==> config.mk <==
export PLATFORM = sky130hd
export DESIGN_NAME = instr_fetch_unit
export DESIGN_NICKNAME = d
export VERILOG_FILES = /design/src/rtl/instr_fetch_unit_pkg.sv /design/src/rtl/instr_fetch_unit_fetch_fifo.sv /design/src/rtl/instr_fetch_unit.sv
export SDC_FILE = /design/constraint.sdc
export NUM_CORES = 1
export LEC_CHECK = 0
export BUFFER_PORTS_ARGS = -buffer_cell sky130_fd_sc_hd__buf_2
export CAP_MARGIN = 15
export CORE_MARGIN = 10
export CORE_UTILIZATION = 54
export CTS_CLUSTER_DIAMETER = 100
export DETAILED_ROUTE_END_ITERATION = 8
export PLACE_DENSITY = 0.79
export SYNTH_ARGS = -nofsm -noshare
export SYNTH_HDL_FRONTEND = slang
export SYNTH_SLANG_ARGS = --single-unit
==> constraint.sdc <==
create_clock -name clk -period 4.1 [get_ports clk]
set_clock_uncertainty 0.2 [all_clocks]
set_input_delay 0.615 -clock clk [delete_from_list [all_inputs] [get_ports clk]]
set_output_delay 0.615 -clock clk [all_outputs]
set_load 0.02 [all_outputs]
==> src/rtl/instr_fetch_unit_pkg.sv <==
// Shared constants and helpers for the instruction fetch unit.
package instr_fetch_unit_pkg;

    localparam int          INSTRUCTION_DEPTH = 256;
    localparam logic [31:0] NOP               = 32'h0000_0013;

    // Width of the outstanding/discard counters for a given buffer depth
    function automatic int cnt_width(input int depth);
        return $clog2(depth) + 1;
    endfunction

endpackage

==> src/rtl/instr_fetch_unit_fetch_fifo.sv <==
// Small register-based synchronous FIFO with flush; head is readable in the same cycle.
module fetch_fifo #(
    parameter int WIDTH = 8,
    parameter int DEPTH = 2
) (
    input  logic                   clk,
    input  logic                   srst,
    input  logic                   push,
    input  logic                   pop,
    input  logic                   flush,
    input  logic [WIDTH-1:0]       din,
    output logic                   full,
    output logic                   empty,
    output logic [$clog2(DEPTH):0] count,
    output logic [WIDTH-1:0]       head
);

    localparam int PW = $clog2(DEPTH);

    logic [PW-1:0]    wr_ptr_reg;
    logic [PW-1:0]    rd_ptr_reg;
    logic [PW:0]      count_reg;
    logic [WIDTH-1:0] mem_reg [DEPTH];
    logic             do_push;
    logic             do_pop;

    assign full    = (count_reg == (PW+1)'(DEPTH));
    assign empty   = (count_reg == '0);
    assign count   = count_reg;
    assign head    = mem_reg[rd_ptr_reg];
    assign do_push = push && !full;
    assign do_pop  = pop && !empty;

    always_ff @(posedge clk) begin
        if (srst || flush) begin
            wr_ptr_reg <= '0;
            rd_ptr_reg <= '0;
            count_reg  <= '0;
        end else begin
            if (do_push) wr_ptr_reg <= wr_ptr_reg + 1'b1;
            if (do_pop)  rd_ptr_reg <= rd_ptr_reg + 1'b1;
            case ({do_push, do_pop})
                2'b10:   count_reg <= count_reg + 1'b1;
                2'b01:   count_reg <= count_reg - 1'b1;
                default: count_reg <= count_reg;
            endcase
        end
    end

    // Storage carries no reset; pointers alone define which entries are live
    for (genvar gi = 0; gi < DEPTH; gi++) begin : g_entry
        always_ff @(posedge clk) begin
            if (do_push && (wr_ptr_reg == PW'(gi))) begin
                mem_reg[gi] <= din;
            end
        end
    end

endmodule

==> src/rtl/instr_fetch_unit.sv <==
// Fetch unit: PC sequencing, credit-limited IMEM requests, wrong-path discard, decode buffer.
module instr_fetch_unit
    import instr_fetch_unit_pkg::*;
#(
    parameter int             AW         = $clog2(INSTRUCTION_DEPTH),
    parameter int             IW         = 32,
    parameter int             FIFO_DEPTH = 2,
    parameter logic [AW-1:0]  RESET_PC   = '0
) (
    input  logic          clk,
    input  logic          rst,
    input  logic          redirect_valid,
    input  logic [AW-1:0] redirect_pc,
    output logic          imem_req_valid,
    input  logic          imem_req_ready,
    output logic [AW-1:0] imem_req_addr,
    input  logic          imem_rsp_valid,
    input  logic [IW-1:0] imem_rsp_data,
    output logic          dec_valid,
    input  logic          dec_ready,
    output logic [AW-1:0] dec_pc,
    output logic [IW-1:0] dec_instr
);

    localparam int            CW      = cnt_width(FIFO_DEPTH);
    localparam logic [CW:0]   DEPTH_L = (CW+1)'(FIFO_DEPTH);

    logic [AW-1:0]    pc_reg, pc_next;
    logic [CW-1:0]    outstanding_reg, outstanding_next;
    logic [CW-1:0]    discard_reg, discard_next;
    logic [CW:0]      credit_used;
    logic             req_fire, rsp_drop, rsp_keep, dec_fire;

    logic [CW-1:0]    buf_count, tag_count;
    logic             buf_full, buf_empty, tag_full, tag_empty;
    logic [AW+IW-1:0] buf_head;
    logic [AW-1:0]    tag_head;
    logic             unused_status;

    // Credits cover both buffered entries and responses still in flight
    assign credit_used    = {1'b0, buf_count} + {1'b0, outstanding_reg};
    assign imem_req_valid = !rst && (credit_used < DEPTH_L);
    assign imem_req_addr  = pc_reg;
    assign req_fire       = imem_req_valid && imem_req_ready;
    assign rsp_drop       = imem_rsp_valid && (discard_reg != '0);
    assign rsp_keep       = imem_rsp_valid && !rsp_drop;

    assign dec_valid = !buf_empty;
    assign dec_fire  = dec_valid && dec_ready;
    assign dec_pc    = buf_empty ? '0 : buf_head[IW +: AW];
    assign dec_instr = buf_empty ? IW'(NOP) : buf_head[IW-1:0];

    assign unused_status = ^{buf_full, tag_full, tag_empty, tag_count};

    always_comb begin
        pc_next          = pc_reg;
        outstanding_next = outstanding_reg;
        discard_next     = discard_reg;
        if (req_fire) begin
            pc_next          = pc_reg + 1'b1;
            outstanding_next = outstanding_next + CW'(1);
        end
        if (imem_rsp_valid) begin
            outstanding_next = outstanding_next - CW'(1);
            if (rsp_drop) discard_next = discard_reg - CW'(1);
        end
        // Everything still in flight after this cycle belongs to the old path
        if (redirect_valid) begin
            pc_next      = redirect_pc;
            discard_next = outstanding_next;
        end
    end

    always_ff @(posedge clk) begin
        if (rst) begin
            pc_reg          <= RESET_PC;
            outstanding_reg <= '0;
            discard_reg     <= '0;
        end else begin
            pc_reg          <= pc_next;
            outstanding_reg <= outstanding_next;
            discard_reg     <= discard_next;
        end
    end

    fetch_fifo #(.WIDTH(AW), .DEPTH(FIFO_DEPTH)) u_tag_q (
        .clk   (clk),
        .srst  (rst),
        .push  (req_fire),
        .pop   (rsp_keep),
        .flush (redirect_valid),
        .din   (pc_reg),
        .full  (tag_full),
        .empty (tag_empty),
        .count (tag_count),
        .head  (tag_head)
    );

    fetch_fifo #(.WIDTH(AW+IW), .DEPTH(FIFO_DEPTH)) u_ibuf (
        .clk   (clk),
        .srst  (rst),
        .push  (rsp_keep),
        .pop   (dec_fire),
        .flush (redirect_valid),
        .din   ({tag_head, imem_rsp_data}),
        .full  (buf_full),
        .empty (buf_empty),
        .count (buf_count),
        .head  (buf_head)
    );

endmodule

==> metrics.yaml <==
seq_area_um2: 3320
rows: 33
rr_endpoint: "u_tag_q.count[1]$_SDFFE_PP0P_"
crit_slowest_cell: "nor4b_4"
cts-hold-fix-buffers: 0
holdWs_ns: 0.0962
cts_max_level: 4
mostFrequentLayoutCell: "edfxtp_1"
rsz0062_at_grt: "false"
grt_pass1_vias: 2790
maxCapViolCount: 0
dr_total_vias: 2752
yosysSeqAreaShare_pct: 70.9
syn_avg_cell_area_um2: 14.5
grt_util_all_layers_pct: 13.3
firstDrtPassIters: 4
drcViolationCount: 0
cts_max_path_buffers: 2
synth_ff_type: "edfxtp_1"
post-route-period-util_pct: 78.2
worstReg2RegStart: "u_ibuf.count[0]$_SDFFE_PP0P_"
grt_max_degree: 41
m1WireLength_mm: 3.70
cts_resized: 0
r2r_slack_ns: 0.90
top_layer_used: "met4"
start_util_pct: 56.2
netlist_area_um2: 4690
cp.required_ns: 4.33
core-area_um2: 8340
setup-violations-final: 0
clockRootBuffer: "clkbuf_8"
fill_cells: 572
fin_area_um2: 5860
largest_reg_flops: 80
synthCells: 323
path_cells: "and2_1 -> fa_1 -> nor4b_4 -> o21ai_1 -> ha_1 -> or3_1 -> a21oi_1"
utilization_pct: 70.2
grt_pass1_wl_mm: 13.6
worstPathMaxFanout: 11
placement.io_buffers: 95
critPathArrivalTime_ns: 3.44
ir_worst_vdd_uv: 332
postCtsSetupBuffers: 0
worstRegToRegCells: 7
hold_path_class: "in2reg"
dr_wl_met2_mm: 4.17
synth_edf_count: 96
grt_antenna_before_repair: 0
numCtsBuffers: 17
insertedDiodeCount: 0
worst_path_largest_cell_delay_ns: 0.68
wl_per_cell_um: 15.8
ys_warn_count: 0
leakage_nw: 2.20
maxSlewViolCount: 0
dpl_cell_area_um2: 5270
fp.dieW_um: 113
synth.distinct_cells: 33
powerDensity_nw_per_um2: 546
status: "completed"
tns_ns: 0
grt_overflow: 0
syn_nets: 374
wl_met3_um: 591
antenna_left: 0
criticalPathCategory: "reg2reg"
min_path_cells: 1
multi_input_area_um2: 1270
worstHoldStart: "imem_rsp_data[24]"
placedCellCount: 512
endpoint_kind: "register"
final_cell_mix: "96 x edfxtp_1, 95 x buf_2, 60 x nor2_1, 42 x mux2i_1, 21 x dfxtp_1"
final_cells: 543
gp_congestion: 0.782
fmax_ghz: 0.312
fp.dieArea_um2: 12800
clk_latency_ns: 0.50
finalCriticalPeriod_ns: 3.20
hold_viol: 0
start_kind: "register"
worst_pin_slew_ns: 0.944
clock-sinks: 118
ys_ff_latch: 118
dieHeight_um: 113
async_reset_ff_share_pct: 0
clk_pin_slew_ns: 0.06
drive_gt1_share_pct: 32.9
cts_tree: "built"
drt_iter0_markers: 158
layout.nets: 477
syn_to_final_growth_pct: 24.9
vias_per_cell: 5.07
drt_wl_total_mm: 8.57
relSlewSlack_pct: 37.1
io_pins: 96
holdPathEnd: "u_ibuf.mem_reg[1][24]$_DFFE_PP_"
place_hpwl_mm: 5.87
-- final cells by class --
| class | count | area share, % |
|---|---|---|
| clock inverter | 14 | 3.01 |
| clock buffer | 17 | 7.07 |
| tap | 105 | 2.24 |
| multi-input combinational | 181 | 21.8 |
| inverter | 10 | 0.641 |
| sequential | 118 | 56.8 |
| timing repair buffer | 98 | 8.50 |
-- kinds of logic (layout without fill, tap and decap cells) --
family                     count (synthesis)  count (layout)  synth area share, %
AOI/OAI and AO/OA                         17              17                 2.48
xor gates and xnor gates                  18              18                 3.36
adders and majority gates                  5               5                 1.49
buffers and inverters                     24             139                 2.19
DFF                                      118             118                 70.9
muxes                                     50              50                 10.9
and+or+nand+nor                           91              91                 8.70
-- how the worst max path moves through the flow --
stage                                       startpoint                               to  slack (ns)
after floorplan                         imem_rsp_valid   u_ibuf.mem_reg[0][0]$_DFFE_PP_        0.83
after global placement    u_ibuf.count[0]$_SDFFE_PP0P_    u_tag_q.count[1]$_SDFFE_PP0P_        1.03
after detailed placement  u_ibuf.count[0]$_SDFFE_PP0P_  u_tag_q.mem_reg[1][4]$_DFFE_PP_        0.89
after CTS                 u_ibuf.count[0]$_SDFFE_PP0P_  u_tag_q.mem_reg[1][6]$_DFFE_PP_        0.88
after global routing      u_ibuf.count[0]$_SDFFE_PP0P_  u_tag_q.mem_reg[1][2]$_DFFE_PP_        0.68
final                     u_ibuf.count[0]$_SDFFE_PP0P_    u_tag_q.count[1]$_SDFFE_PP0P_        0.90
-- worst max-delay path: cells and delay by family (launching register included) --
kind                     cells  cell delay, ns
AO/OA/AOI/OAI                2            0.43
flip-flops                   1            0.43
adder cells (fa/ha/maj)      2            0.86
AND/OR/NAND/NOR              3            1.21
-- where the power goes --
group          switching, mW  internal (mW)  total, mW
Clock                  0.517          0.926       1.44
Sequential            0.0363           1.39       1.43
Combinational          0.204          0.117      0.321
-- metrics by stage --
stage / setup slack, ns / power (mW)
2_1_floorplan: 0.827 / 1.67
3_3_place_gp: 1.03 / 1.77
3_5_place_dp: 0.893 / 1.78
4_1_cts: 0.879 / 3.22
5_1_grt: 0.679 / 3.32
6_report: 0.895 / 3.19
-- synth_stat cells, types with 2 or more instances --
cell / count / share of area (%)
nand2_1: 8 / 0.64
nor3_1: 2 / 0.21
o21ai_0: 2 / 0.21
xor2_1: 9 / 1.7
ha_1: 4 / 1.1
nand3_1: 3 / 0.32
a21oi_1: 4 / 0.43
clkbuf_1: 8 / 0.64
edfxtp_1: 96 / 61
nand2b_1: 3 / 0.40
nor2_1: 62 / 5.0
or3_1: 2 / 0.27
mux2_2: 8 / 1.9
a211oi_1: 8 / 1.3
xnor2_1: 9 / 1.7
buf_2: 4 / 0.43
mux2i_1: 42 / 9.0
nand4_1: 2 / 0.27
dfxtp_1: 22 / 9.4
inv_1: 9 / 0.72
and2_1: 4 / 0.53
-- routing by layer --
| metal | global-route usage (%) | up-vias |
|---|---|---|
| met5 | 0 | - |
| met4 | 5.08 | 0 |
| met2 | 21.5 | 86 |
| met1 | 15.7 | 1283 |
| met3 | 5.39 | 8 |
| li1 | - | 1375 |
Note: power is estimated with default switching activity, not from simulation.
